$ cat src/rtl/nrf_tx_controller_if.sv
// Payload stream and SPI byte bus between nrf_tx_controller and its neighbours.
// master = controller side, slave = upstream source / SPI master side.
interface nrf_tx_controller_if;
  logic [7:0] i_Pay_Byte;
  logic       i_Pay_Valid;
  logic       o_Pay_Ready;
  logic       i_TX_Ready;
  logic       o_TX_DV;
  logic [7:0] o_TX_Byte;
  logic       i_RX_DV;
  logic [7:0] i_RX_Byte;
  logic       o_SPI_Csn;

  modport master (
    input  i_Pay_Byte, i_Pay_Valid,
    input  i_TX_Ready, i_RX_DV, i_RX_Byte,
    output o_Pay_Ready, o_TX_DV, o_TX_Byte,
    output o_SPI_Csn
  );

  modport slave (
    output i_Pay_Byte, i_Pay_Valid,
    output i_TX_Ready, i_RX_DV, i_RX_Byte,
    input  o_Pay_Ready, o_TX_DV, o_TX_Byte,
    input  o_SPI_Csn
  );
endinterface

$ cat src/rtl/nrf_tx_controller.sv
// nRF24 packet transmit sequencer: W_TX_PAYLOAD, CE pulse, IRQ wait, status.
// Optional NRF_TX_FLUSH_ON_FAIL_EN sends FLUSH_TX after a MAX_RT outcome.
module nrf_tx_controller #(
  parameter int PAYLOAD_LEN        = 32,
  parameter int CE_PULSE_CYCLES    = 250,
  parameter int IRQ_TIMEOUT_CYCLES = 2500000
) (
  input  logic                      i_Clk,
  input  logic                      i_Rst,
  input  logic                      i_Start,
  input  logic                      i_IRQ_n,
  nrf_tx_controller_if.master       bus,
  output logic                      o_CE,
  output logic                      o_Busy,
  output logic                      o_Done,
  output logic                      o_Fail,
  output logic [7:0]                o_Status
);

  localparam int CE_W = $clog2(CE_PULSE_CYCLES + 1);
  localparam int TO_W = $clog2(IRQ_TIMEOUT_CYCLES + 1);

  localparam logic [5:0]      LAST_BYTE = 6'(PAYLOAD_LEN - 1);
  localparam logic [CE_W-1:0] CE_LAST   = CE_W'(CE_PULSE_CYCLES - 1);
  localparam logic [TO_W-1:0] TO_LAST   = TO_W'(IRQ_TIMEOUT_CYCLES - 1);
  localparam logic [TO_W-1:0] TO_MAX    = '1;

  typedef enum logic [3:0] {
    S_IDLE,
    S_CMD,
    S_PAYLOAD,
    S_CSN_GAP,
    S_CE_PULSE,
    S_WAIT_IRQ,
    S_RD_STATUS,
    S_CLR_FLAGS,
`ifdef NRF_TX_FLUSH_ON_FAIL_EN
    S_FLUSH,
`endif
    S_REPORT
  } state_t;

  state_t          r_State;
  state_t          r_Next;
  logic            r_Wait;
  logic            r_Gap;
  logic [5:0]      r_Byte_Cnt;
  logic [CE_W-1:0] r_Ce_Cnt;
  logic [TO_W-1:0] r_To_Cnt;
  logic            r_Csn;
  logic            r_CE;
  logic            r_TX_DV;
  logic [7:0]      r_TX_Byte;
  logic            r_Pay_Ready;
  logic            r_Busy;
  logic            r_Done;
  logic            r_Fail;
  logic [7:0]      r_Status;
`ifdef NRF_TX_FLUSH_ON_FAIL_EN
  logic            r_Flushed;
`endif

  logic       w_Send;
  logic [7:0] w_Cmd;
  logic       w_Issue;
  logic       w_Rx;

  // Which byte the current state wants on MOSI, and whether it is ready
  always_comb begin
    w_Send = 1'b0;
    w_Cmd  = 8'h00;
    case (r_State)
      S_CMD: begin
        w_Send = 1'b1;
        w_Cmd  = 8'hA0;
      end
      S_PAYLOAD: begin
        w_Send = bus.i_Pay_Valid;
        w_Cmd  = bus.i_Pay_Byte;
      end
      S_RD_STATUS: begin
        w_Send = 1'b1;
        w_Cmd  = 8'h27;
      end
      S_CLR_FLAGS: begin
        w_Send = 1'b1;
        w_Cmd  = 8'h70;
      end
`ifdef NRF_TX_FLUSH_ON_FAIL_EN
      S_FLUSH: begin
        w_Send = 1'b1;
        w_Cmd  = 8'hE1;
      end
`endif
      default: ;
    endcase
  end

  assign w_Issue = w_Send && !r_Wait && bus.i_TX_Ready;
  assign w_Rx    = r_Wait && bus.i_RX_DV;

  always_ff @(posedge i_Clk) begin
    if (i_Rst) begin
      r_State     <= S_IDLE;
      r_Next      <= S_IDLE;
      r_Wait      <= 1'b0;
      r_Gap       <= 1'b0;
      r_Byte_Cnt  <= '0;
      r_Ce_Cnt    <= '0;
      r_To_Cnt    <= '0;
      r_Csn       <= 1'b1;
      r_CE        <= 1'b0;
      r_TX_DV     <= 1'b0;
      r_TX_Byte   <= 8'h00;
      r_Pay_Ready <= 1'b0;
      r_Busy      <= 1'b0;
      r_Done      <= 1'b0;
      r_Fail      <= 1'b0;
      r_Status    <= 8'h00;
`ifdef NRF_TX_FLUSH_ON_FAIL_EN
      r_Flushed   <= 1'b0;
`endif
    end else begin
      r_TX_DV     <= 1'b0;
      r_Pay_Ready <= 1'b0;
      r_Done      <= 1'b0;
      r_Fail      <= 1'b0;

      // One byte in flight at most: issue, then hold until its RX_DV
      if (w_Issue) begin
        r_TX_DV     <= 1'b1;
        r_TX_Byte   <= w_Cmd;
        r_Pay_Ready <= (r_State == S_PAYLOAD);
        r_Wait      <= 1'b1;
      end else if (w_Rx) begin
        r_Wait <= 1'b0;
      end

      case (r_State)
        S_IDLE: begin
          if (i_Start) begin
            r_Busy     <= 1'b1;
            r_Csn      <= 1'b0;
            r_Byte_Cnt <= '0;
            r_State    <= S_CMD;
`ifdef NRF_TX_FLUSH_ON_FAIL_EN
            r_Flushed  <= 1'b0;
`endif
          end
        end
        S_CMD: begin
          if (w_Rx) r_State <= S_PAYLOAD;
        end
        S_PAYLOAD: begin
          if (w_Rx) begin
            if (r_Byte_Cnt == LAST_BYTE) begin
              r_Csn   <= 1'b1;
              r_Gap   <= 1'b0;
              r_Next  <= S_CE_PULSE;
              r_State <= S_CSN_GAP;
            end else begin
              r_Byte_Cnt <= r_Byte_Cnt + 6'd1;
            end
          end
        end
        S_CSN_GAP: begin
          if (r_Gap) begin
            r_State <= r_Next;
            if (r_Next == S_CE_PULSE) begin
              r_CE     <= 1'b1;
              r_Ce_Cnt <= '0;
            end
          end else begin
            r_Gap <= 1'b1;
          end
        end
        S_CE_PULSE: begin
          if (r_Ce_Cnt == CE_LAST) begin
            r_CE     <= 1'b0;
            r_To_Cnt <= '0;
            r_State  <= S_WAIT_IRQ;
          end else begin
            r_Ce_Cnt <= r_Ce_Cnt + CE_W'(1);
          end
        end
        S_WAIT_IRQ: begin
          if (!i_IRQ_n) begin
            r_Csn   <= 1'b0;
            r_State <= S_RD_STATUS;
          end else if (r_To_Cnt >= TO_LAST) begin
            r_Fail  <= 1'b1;
            r_Busy  <= 1'b0;
            r_State <= S_IDLE;
          end else if (r_To_Cnt != TO_MAX) begin
            r_To_Cnt <= r_To_Cnt + TO_W'(1);
          end
        end
        S_RD_STATUS: begin
          if (w_Rx) begin
            r_Status <= bus.i_RX_Byte;
            r_State  <= S_CLR_FLAGS;
          end
        end
        S_CLR_FLAGS: begin
          if (w_Rx) begin
            r_Csn   <= 1'b1;
            r_Gap   <= 1'b0;
            r_Next  <= S_REPORT;
            r_State <= S_CSN_GAP;
          end
        end
`ifdef NRF_TX_FLUSH_ON_FAIL_EN
        S_FLUSH: begin
          if (w_Rx) begin
            r_Csn     <= 1'b1;
            r_Gap     <= 1'b0;
            r_Flushed <= 1'b1;
            r_Next    <= S_REPORT;
            r_State   <= S_CSN_GAP;
          end
        end
`endif
        S_REPORT: begin
          // TX_DS wins when both TX_DS and MAX_RT are set
          if (r_Status[5]) begin
            r_Done  <= 1'b1;
            r_Busy  <= 1'b0;
            r_State <= S_IDLE;
          end
`ifdef NRF_TX_FLUSH_ON_FAIL_EN
          else if (r_Status[4] && !r_Flushed) begin
            r_Csn   <= 1'b0;
            r_State <= S_FLUSH;
          end
`endif
          else begin
            r_Fail  <= 1'b1;
            r_Busy  <= 1'b0;
            r_State <= S_IDLE;
          end
        end
        default: r_State <= S_IDLE;
      endcase
    end
  end

  assign bus.o_SPI_Csn   = r_Csn;
  assign bus.o_TX_DV     = r_TX_DV;
  assign bus.o_TX_Byte   = r_TX_Byte;
  assign bus.o_Pay_Ready = r_Pay_Ready;
  assign o_CE            = r_CE;
  assign o_Busy          = r_Busy;
  assign o_Done          = r_Done;
  assign o_Fail          = r_Fail;
  assign o_Status        = r_Status;

endmodule

$ cat src/flat_wrapper.sv
// flat-port wrapper written by rule: the top's interface ports become plain ports
module nrf_tx_controller_flat 
#(
  parameter int PAYLOAD_LEN        = 32,
  parameter int CE_PULSE_CYCLES    = 250,
  parameter int IRQ_TIMEOUT_CYCLES = 2500000
)
  (i_Clk, i_Rst, i_Start, i_IRQ_n, o_CE, o_Busy, o_Done, o_Fail, o_Status, bus_i_Pay_Byte, bus_i_Pay_Valid, bus_i_TX_Ready, bus_i_RX_DV, bus_i_RX_Byte, bus_o_Pay_Ready, bus_o_TX_DV, bus_o_TX_Byte, bus_o_SPI_Csn);
  nrf_tx_controller_if bus_i ();
  input  logic i_Clk;
  input  logic i_Rst;
  input  logic i_Start;
  input  logic i_IRQ_n;
  output logic o_CE;
  output logic o_Busy;
  output logic o_Done;
  output logic o_Fail;
  output logic [7:0] o_Status;
  input wire logic [$bits(bus_i.i_Pay_Byte)-1:0] bus_i_Pay_Byte;
  input wire logic [$bits(bus_i.i_Pay_Valid)-1:0] bus_i_Pay_Valid;
  input wire logic [$bits(bus_i.i_TX_Ready)-1:0] bus_i_TX_Ready;
  input wire logic [$bits(bus_i.i_RX_DV)-1:0] bus_i_RX_DV;
  input wire logic [$bits(bus_i.i_RX_Byte)-1:0] bus_i_RX_Byte;
  output wire logic [$bits(bus_i.o_Pay_Ready)-1:0] bus_o_Pay_Ready;
  output wire logic [$bits(bus_i.o_TX_DV)-1:0] bus_o_TX_DV;
  output wire logic [$bits(bus_i.o_TX_Byte)-1:0] bus_o_TX_Byte;
  output wire logic [$bits(bus_i.o_SPI_Csn)-1:0] bus_o_SPI_Csn;
  assign bus_i.i_Pay_Byte = bus_i_Pay_Byte;
  assign bus_i.i_Pay_Valid = bus_i_Pay_Valid;
  assign bus_i.i_TX_Ready = bus_i_TX_Ready;
  assign bus_i.i_RX_DV = bus_i_RX_DV;
  assign bus_i.i_RX_Byte = bus_i_RX_Byte;
  assign bus_o_Pay_Ready = bus_i.o_Pay_Ready;
  assign bus_o_TX_DV = bus_i.o_TX_DV;
  assign bus_o_TX_Byte = bus_i.o_TX_Byte;
  assign bus_o_SPI_Csn = bus_i.o_SPI_Csn;
  nrf_tx_controller #(.PAYLOAD_LEN(PAYLOAD_LEN), .CE_PULSE_CYCLES(CE_PULSE_CYCLES), .IRQ_TIMEOUT_CYCLES(IRQ_TIMEOUT_CYCLES)) u_core (.i_Clk(i_Clk), .i_Rst(i_Rst), .i_Start(i_Start), .i_IRQ_n(i_IRQ_n), .bus(bus_i), .o_CE(o_CE), .o_Busy(o_Busy), .o_Done(o_Done), .o_Fail(o_Fail), .o_Status(o_Status));
endmodule
$ cat config.mk
export PLATFORM = sky130hd
export DESIGN_NAME = nrf_tx_controller_flat
export DESIGN_NICKNAME = d
export VERILOG_FILES = /design/src/rtl/nrf_tx_controller_if.sv /design/src/rtl/nrf_tx_controller.sv /design/src/flat_wrapper.sv
export SDC_FILE = /design/constraint.sdc
export NUM_CORES = 1
export LEC_CHECK = 0
export BUFFER_PORTS_ARGS = -buffer_cell sky130_fd_sc_hd__buf_2
export CAP_MARGIN = 20
export CELL_PAD_IN_SITES_DETAIL_PLACEMENT = 1
export CELL_PAD_IN_SITES_GLOBAL_PLACEMENT = 1
export CORE_UTILIZATION = 45
export CTS_BUF_LIST = sky130_fd_sc_hd__clkbuf_2
export DETAILED_ROUTE_END_ITERATION = 6
export GPL_ROUTABILITY_DRIVEN = 0
export PLACE_DENSITY = 0.91
export SETUP_SLACK_MARGIN = 0.5
export SYNTH_ARGS = -nofsm -noshare
export SYNTH_HDL_FRONTEND = slang
export SYNTH_SLANG_ARGS = --single-unit
$ cat constraint.sdc
create_clock -name i_Clk -period 2.38 [get_ports i_Clk]
set_input_delay 0.476 -clock i_Clk [delete_from_list [all_inputs] [get_ports i_Clk]]
set_output_delay 0.476 -clock i_Clk [all_outputs]
set_load 0.02 [all_outputs]
==> results of run 1 <==
[metal layers]
metal | track usage | overflow
met3 | 0.497 | 0
met1 | 0.750 | 0
met4 | 0.661 | 2
met5 | 0.130 | 0
met2 | 0.862 | 1
[cell families after synthesis]
kind of cell / Yosys count
compound gates: 113
xor+xnor: 10
fa+ha+maj: 4
buf+inv: 36
flops: 67
mux: 4
simple gates: 183
[what timing repair did]
item,CTS
buffers inserted,30
endpoints found under the hold margin,0
resized for setup,77
setup endpoints to repair,49
pin swaps,40
gates cloned,3
[per-stage QoR]
stage	cells	setup slack [ps]
4_1_cts	607	271
3_5_place_dp	558	175
3_3_place_gp	558	288
2_1_floorplan	417	383
==> results.cfg, run 1 <==
[logic_synthesis]
synth_compound_area_frac = 0.241
ys_types = 60
synth_top_family_by_area = simple AND/OR/NAND/NOR gates
yosys_register_bits = 67
synthTopCellsByArea = dfxtp_1, a21oi_1, nand2_1, nor2_1, o211ai_2
syn_nets = 444
yosys_warnings = 0
synth-xor-area-share = 0.0253
ys_top_cells_by_count = dfxtp_1, nand2_1, nor2_1
synth_edf_count = 0
syn_avg_cell_area_um2 = 8.29
synth_mux_area_frac = 0.0119
syn_inst = 417
synth.top_cell.area_share = 0.388
synth_fa_ha_area_frac = 0.0145
synth.most_common_cell = dfxtp_1
async_flop_share = 0
synth_ff_type = dfxtp_1
ys_seq_area_frac = 0.388
synth_simple_gate_area_share = 0.275
netlist_area_mm2 = 0.00346
yosys.area.top_type = dfxtp_1

[global_route]
grt_usage = 0.697
antenna_found_initial = 2
grt_max_degree = 30
overflow = 3

[status]
stop_stage = 5_1_grt
error_line = [ERROR GRT-0232] Routing congestion too high. Check the congestion heatmap in the GUI.
outcome = did not finish

[floorplanning]
start_util = 0.471
die_y_um = 89.6
die_x_um = 89.6
num_io_pins = 46
rows = 31

[clocking]
clock_sink_count = 67
cts_buffers = 9
cts-root-buf = clkbuf_2
h-tree-depth = 3
ctsHoldBuffers = 0
cts.path.max_buffers = 2

[placement]
dpl_cell_area_mm2 = 0.00389
place.detailed.hpwl_mm = 7.43
io_buffers = 45

[sta]
grt-worst-endpoint = u_core.r_To_Cnt[6]$_SDFFE_PP0P_/D
worstEpCategory = register input
==> run 2, diff against run 1 <==
Settings changed: CELL_PAD_IN_SITES_DETAIL_PLACEMENT 1 to default, CELL_PAD_IN_SITES_GLOBAL_PLACEMENT 1 to default, CORE_UTILIZATION 45 to 40, CTS_BUF_LIST sky130_fd_sc_hd__clkbuf_2 to default, PLACE_DENSITY 0.91 to default, PLACE_DENSITY_LB_ADDON from default to 0.15, SETUP_SLACK_MARGIN 0.5 to default.
==> results.cfg, run 2 <==
[setup_path]
reg2regPathDepth = 7
max_stage_delay_ps = 390
path_class = flop to flop
path_depth = 7
worst_r2r_endpoint = u_core.r_State[2]
path_max_fanout = 4
path_cells = ha_1 -> or3b_1 -> o211ai_1 -> a21oi_1 -> nor3_1 -> nand2_1 -> mux2_1
ff2ff_setup_slack_ps = 170
critPathLaunchType = flop
arrival_ps = 2430
r2r_start = u_core.r_Byte_Cnt[0]
crit_slowest_cell = dfxtp_1
worstSetupEndpointType = flop
required_ps = 2600
critPathBufInv = 0
path_delay_family = simple AND/OR/NAND/NOR gates

[routing]
vias = 3229
ant_nets = 0
wl_per_cell_um = 14.5
drc = 0
drt_iter0_markers = 158
vias_per_cell = 5.59
first_pass_iters = 4
routed_wl_mm = 8.41

[global_route]
grt_first_pass_wirelength_mm = 13.6
grt_max_degree = 30
grt_usage = 0.194
grt_pass1_vias = 2768
antenna_found_initial = 0
overflow = 0

[floorplanning]
die_x_um = 95.0
rows = 33
num_io_pins = 46
die_y_um = 95.0
start_util = 0.416
die-area_mm2 = 0.00902
core_area_mm2 = 0.00830

[sta]
fmax_mhz = 453
maxSlewHeadroom = 0.587
skew_ps = 10.8
setup_viol = 0
rsz0062_at_grt = no
setup_tns_ps = 0
min_period_over_period = 0.927
slew_violations = 0
worst_pin_slew_ps = 614
hold_viol_final = 0
whs_ps = 385
setup_slack_ps = 173
fin_crit_ps = 2210

[power]
p_per_area_mw_per_mm2 = 708
pwr-share-clk = 0.353
switching_share = 0.295
pwr-share-seq = 0.429
p_sw_mw = 0.852
ir_drop_mv = 0.448
comb_power_share = 0.218
intPower_mw = 2.03
power_mw = 2.88
p_leak_nw = 1.52

[final_layout]
nets = 495
most-common-layout-cells = dfxtp_1, buf_2, nand2_1, nor2_1, a21oi_1
final_util = 0.490
fill_cells = 807
largest_reg_flops = 22
area_growth_pct = 17.8
final_common_cell = dfxtp_1
max_flop_register = u_core.r_To_Cnt
n_antenna_cell = 0
drive_gt1_frac = 0.209
multiInputGateArea_mm2 = 0.00197
regArea_mm2 = 0.00134

[clocking]
clkSlewWorstSetupHoldPaths_ps = 70
h-tree-depth = 3
insertion_delay_ps = 340
ctsHoldBuffers = 0
cts_buffers = 9
cts.path.max_buffers = 2
cts.repair.resized = 0
clock_sink_count = 67
postCtsSetupBuffers = 0
tritoncts = yes
cts-root-buf = clkbuf_8

[logic_synthesis]
synth_fa_ha_area_frac = 0.0145
ys_top_cells_by_count = dfxtp_1, nand2_1, nor2_1
yosys_warnings = 0
synth_compound_area_frac = 0.241
synth_top_family_by_area = simple AND/OR/NAND/NOR gates
netlist_area_mm2 = 0.00346
synthTopCellsByArea = dfxtp_1, a21oi_1, nand2_1, nor2_1, o211ai_2
synth.most_common_cell = dfxtp_1
synth_simple_gate_area_share = 0.275
syn_inst = 417
async_flop_share = 0
synth.top_cell.area_share = 0.388
syn_avg_cell_area_um2 = 8.29
syn_nets = 444
ys_seq_area_frac = 0.388
yosys.area.top_type = dfxtp_1
yosys_register_bits = 67
synth_mux_area_frac = 0.0119
synth_edf_count = 0
ys_types = 60
synth-xor-area-share = 0.0253
synth_ff_type = dfxtp_1

[flow_run]
cap_violations = 0

[hold_path]
min_path_type = primary input to flop
min_from = bus_i_RX_Byte[1]
whs_path_depth = 3
hold_path_end = u_core.o_Status[1]

[status]
outcome = finished, final reports clean

[placement]
place.detailed.hpwl_mm = 5.87
io_buffers = 45
dpl_worst_slack_ps = 178
-- run 2: power groups by stage --
stage	Clock, mW	Combinational [mW]	Sequential (mW)
floorplan	0	0.391	1.32
global placement	0	0.620	1.26
CTS	1.05	0.630	1.24
global route	1.10	0.700	1.25
finish	1.02	0.629	1.24
detailed placement	0	0.628	1.26
-- run 2: worst max path at each step --
stage | startpoint | end
finish | u_core.r_Byte_Cnt[0] | u_core.r_State[2]
global placement | u_core.r_Byte_Cnt[0] | u_core.r_State[2]
global route | u_core.r_Byte_Cnt[1] | u_core.r_State[2]
floorplan | u_core.r_State[0] | u_core.r_To_Cnt[17]
CTS | u_core.r_Byte_Cnt[0] | u_core.r_State[2]
detailed placement | u_core.r_Byte_Cnt[0] | u_core.r_State[2]
-- run 2: kinds of logic after synthesis --
kind of cell             Yosys count
AND/OR/NAND/NOR                  183
AO/OA/AOI/OAI                    113
flip-flops                        67
buffers and inverters             36
XOR/XNOR                          10
multiplexers                       4
adder cells (fa/ha/maj)            4
-- run 2: worst min-delay path, cell delays in order --
cell and delay, ps:
buf_2 100, nand3_1 50, a21oi_1 50
-- run 2: layer usage --
metal / part of all wire / track usage
met5: 0 / 0
met4: 0.017 / 0.0821
met3: 0.046 / 0.0290
met2: 0.44 / 0.287
met1: 0.50 / 0.277
-- run 2: cell type report --
class                   count  share of cell area
multi-input cells         314               0.484
flip-flops and latches     67               0.330
repair buffers             66              0.0941
clock buffers              11              0.0323
well taps                 105              0.0323
clock inverters             5              0.0191
inverters                  10             0.00922
-- run 2: through the flow --
stage,cells,instance area (µm²)
finish,578,4070
global placement,562,3860
CTS,578,4070
global route,578,4070
detailed placement,562,3860
floorplan,417,3460
No activity file was read; power rests on OpenSTA's default activity.
==> run 3, diff against run 2 <==
Settings changed: RECOVER_POWER from default to 50.
==> results.cfg, run 3 (same netlist as run 2, synthesis figures left out) <==
[power]
p_leak_nw = 1.41
ir_drop_mv = 0.449
p_per_area_mw_per_mm2 = 714

[placement]
place.detailed.hpwl_mm = 5.87
dpl_worst_slack_ps = 178
io_buffers = 45

[floorplanning]
die_y_um = 95.0
num_io_pins = 46
die_x_um = 95.0
start_util = 0.416
core_area_mm2 = 0.00830
rows = 33
die-area_mm2 = 0.00902

[setup_path]
cp-endpoint = u_core.r_State[2]
critPathLaunchType = flop
worstSetupEndpointType = flop
path_max_fanout = 4
arrival_ps = 2440
startpoint = u_core.r_Byte_Cnt[0]
required_ps = 2610
ff2ff_setup_slack_ps = 170
path_cells = ha_1 -> or3b_1 -> o211ai_1 -> a21oi_1 -> nor3_1 -> nand2_1 -> mux2_1
max_stage_delay_ps = 400
r2r_start = u_core.r_Byte_Cnt[0]
reg2regPathDepth = 7
path_delay_family = simple AND/OR/NAND/NOR gates
worst_r2r_endpoint = u_core.r_State[2]
path_depth = 7
critPathBufInv = 0
crit_slowest_cell = or3b_1
path_class = flop to flop

[final_layout]
nets = 495
max_flop_register = u_core.r_To_Cnt
most-common-layout-cells = dfxtp_1, nand2_1, nor2_1
final_common_cell = dfxtp_1
n_antenna_cell = 0
area_growth_pct = 16.1
largest_reg_flops = 22
drive_gt1_frac = 0.154

[clocking]
h-tree-depth = 3
cts_buffers = 9
cts-root-buf = clkbuf_8
clkSlewWorstSetupHoldPaths_ps = 70
cts.path.max_buffers = 2
postCtsSetupBuffers = 0
clock_sink_count = 67
insertion_delay_ps = 350
cts.repair.resized = 0
ctsHoldBuffers = 0
tritoncts = yes

[routing]
wl_per_cell_um = 14.6
first_pass_iters = 4
ant_nets = 0
drc = 0
drt_iter0_markers = 162
vias = 3209
routed_wl_mm = 8.47
vias_per_cell = 5.55

[flow_run]
cap_violations = 0

[hold_path]
min_path_type = primary input to flop

[sta]
hold_viol_final = 0
fin_crit_ps = 2210
slew_violations = 0
setup_slack_ps = 165
min_period_over_period = 0.931
worst_pin_slew_ps = 661
fmax_mhz = 452
setup_viol = 0
rsz0062_at_grt = no
setup_tns_ps = 0
skew_ps = 13.0
maxSlewHeadroom = 0.555

[global_route]
grt_first_pass_wirelength_mm = 13.6
grt_pass1_vias = 2768
grt_usage = 0.194
antenna_found_initial = 0
overflow = 0
grt_max_degree = 30

[status]
outcome = finished, final reports clean
-- run 3: final cells by class --
| type | instances | area, µm² |
|---|---|---|
| clock buffer | 11 | 131 |
| clock inverter | 5 | 77.6 |
| fill | 819 | 4290 |
| inverter | 10 | 37.5 |
| multi-input combinational | 314 | 1950 |
| sequential | 67 | 1340 |
| tap | 105 | 131 |
| timing repair buffer | 66 | 344 |
-- run 3: worst reg2reg max path: cells and delay by family, from the launching register on --
| family | cells | cell delay (ps) |
|---|---|---|
| AO/OA/AOI/OAI | 2 | 280 |
| adder cells (fa/ha/maj) | 1 | 240 |
| flip-flops | 1 | 390 |
| multiplexers | 1 | 340 |
| AND/OR/NAND/NOR | 3 | 870 |
-- run 3: worst min path at each step --
stage                  startpoint                       to  slack [ps]  cells after the start
3_3_place_gp   u_core.o_Status[4]       u_core.o_Status[4]         440                      2
2_1_floorplan    u_core.r_Next[3]        u_core.r_State[3]         420                      2
5_1_grt         bus_i_Pay_Byte[3]  u_core.bus.o_TX_Byte[3]         380                      3
6_report         bus_i_RX_Byte[1]       u_core.o_Status[1]         380                      3
4_1_cts          bus_i_RX_Byte[6]       u_core.o_Status[6]         370                      3
3_5_place_dp   u_core.o_Status[6]       u_core.o_Status[6]         450                      2
-- run 3: per-layer routing --
metal / routed length [µm] / part of all wire / GRT usage / vias up
met5: 0 / 0 / 0 / -
met4: 138 / 0.016 / 0.0821 / 0
met3: 440 / 0.052 / 0.0290 / 10
met2: 3610 / 0.43 / 0.287 / 82
met1: 4280 / 0.51 / 0.277 / 1473
li1: - / - / - / 1644
-- run 3: where the power goes --
part | switching (mW) | internal, mW | total, mW
logic | 0.375 | 0.221 | 0.596
clock network | 0.446 | 0.587 | 1.03
registers | 0.0435 | 1.19 | 1.24
-- run 3: metrics by stage --
step	instances	util	area [µm²]	power, mW	hold WS (ps)
3_3_place_gp	562	0.465	3860	1.88	439
3_5_place_dp	562	0.465	3860	1.89	446
4_1_cts	578	0.490	4070	2.91	372
6_report	578	0.483	4010	2.87	377
2_1_floorplan	417	-	3460	1.71	415
5_1_grt	578	0.483	4010	3.01	378
==> run 4, diff against run 3 <==
Settings changed: CTS_BUF_LIST from default to sky130_fd_sc_hd__clkbuf_8, PLACE_DENSITY_LB_ADDON 0.15 to default, SLEW_MARGIN from default to 40.
==> results.cfg, run 4 (same netlist as run 2, synthesis figures left out) <==
[sta]
whs_ps = 365
fmax_mhz = 450
fin_crit_ps = 2220
hold_viol_final = 0
skew_ps = 15.5
rsz0062_at_grt = no
maxSlewHeadroom = 0.558
setup_viol = 0
setup_tns_ps = 0
min_period_over_period = 0.933
slew_violations = 0
setup_slack_ps = 160
worst_pin_slew_ps = 657

[setup_path]
critPathLaunchType = flop
required_ps = 2610
arrival_ps = 2450
r2r_start = u_core.r_State[3]
worstSetupEndpointType = flop
startpoint = u_core.r_State[3]
path_class = flop to flop
path_max_fanout = 9
reg2regPathDepth = 6

[floorplanning]
die_x_um = 95.0
rows = 33
die_y_um = 95.0
core_area_mm2 = 0.00830
die-area_mm2 = 0.00902
num_io_pins = 46
start_util = 0.416

[routing]
vias = 3272
drt_iter0_markers = 181
drc = 0
first_pass_iters = 5
wl_per_cell_um = 14.8
ant_nets = 0
routed_wl_mm = 8.64
vias_per_cell = 5.60

[global_route]
overflow = 0
antenna_found_initial = 0
grt_first_pass_wirelength_mm = 14.4
grt_max_degree = 30
grt_usage = 0.205
grt_pass1_vias = 2907

[clocking]
cts.path.max_buffers = 2
cts_buffers = 9
h-tree-depth = 3
tritoncts = yes
clkSlewWorstSetupHoldPaths_ps = 90
insertion_delay_ps = 350
cts-root-buf = clkbuf_8
clock_sink_count = 67
ctsHoldBuffers = 0

[placement]
place.detailed.hpwl_mm = 6.14
dp.cells = 565
io_buffers = 45
dpl_worst_slack_ps = 117
dpl_cell_area_mm2 = 0.00388

[final_layout]
largest_reg_flops = 22
area_growth_pct = 17.0
final_util = 0.487
design_area_mm2 = 0.00404
multiInputGateArea_mm2 = 0.00197
max_flop_register = u_core.r_To_Cnt
stdcell_count = 584
n_antenna_cell = 0
fill_cells = 843
final_common_cell = dfxtp_1
regArea_mm2 = 0.00134
most-common-layout-cells = dfxtp_1, nand2_1, nor2_1
drive_gt1_frac = 0.173
nets = 501

[power]
pwr-share-clk = 0.316
comb_power_share = 0.228
p_leak_nw = 1.43
ir_drop_mv = 0.392
power_mw = 2.72
switching_share = 0.332
p_per_area_mw_per_mm2 = 672
p_sw_mw = 0.903
pwr-share-seq = 0.456
intPower_mw = 1.81

[hold_path]
min_path_type = primary input to flop
min_from = bus_i_RX_Byte[3]
whs_path_depth = 3

[status]
outcome = finished, final reports clean

[flow_run]
cap_violations = 0
run 4: area by class of cell:
cell class	count	share of cell area
clock buffer	9	0.0306
tap	105	0.0325
multi-input combinational	314	0.486
timing repair buffer	72	0.0972
clock inverter	7	0.0124
sequential	67	0.332
inverter	10	0.00928
run 4: worst max-delay path, stage by stage (launching register included):
cell and delay, ps:
dfxtp_1 310, or4b_4 550, or3_4 430, a32oi_1 190, nand2_2 180, buf_4 210
a32o_1 250
run 4: power groups by stage:
stage          Sequential (mW)  Combinational [mW]  Clock (mW)
2_1_floorplan             1.32               0.391           0
3_3_place_gp              1.26               0.625           0
3_5_place_dp              1.26               0.629           0
4_1_cts                   1.24               0.632       0.892
5_1_grt                   1.25               0.698       0.951
6_report                  1.24               0.618       0.858
run 4: per-layer routing:
layer | GRT usage | wire (µm) | part of all wire | vias to the layer above
li1 | - | - | - | 1661
met1 | 0.291 | 4340 | 0.50 | 1553
met2 | 0.312 | 3910 | 0.45 | 52
met3 | 0.0427 | 317 | 0.037 | 6
met4 | 0.0530 | 74 | 0.0086 | 0
met5 | 0 | 0 | 0 | -
run 4: timing repair:
item	4_1_cts	5_1_grt
endpoints found under the hold margin	0	0
buffers inserted	0	3
gates resized for setup	0	1
endpoints found under the setup margin	0	2
run 4: final timing paths:
| path | endpoint | slack, ps |
|---|---|---|
| setup reg to reg | u_core.r_To_Cnt[1] | 160 |
| hold reg to reg | u_core.o_Status[0] | 460 |
| hold / removal | u_core.o_Status[3] | 370 |
| setup / recovery | u_core.r_To_Cnt[1] | 160 |
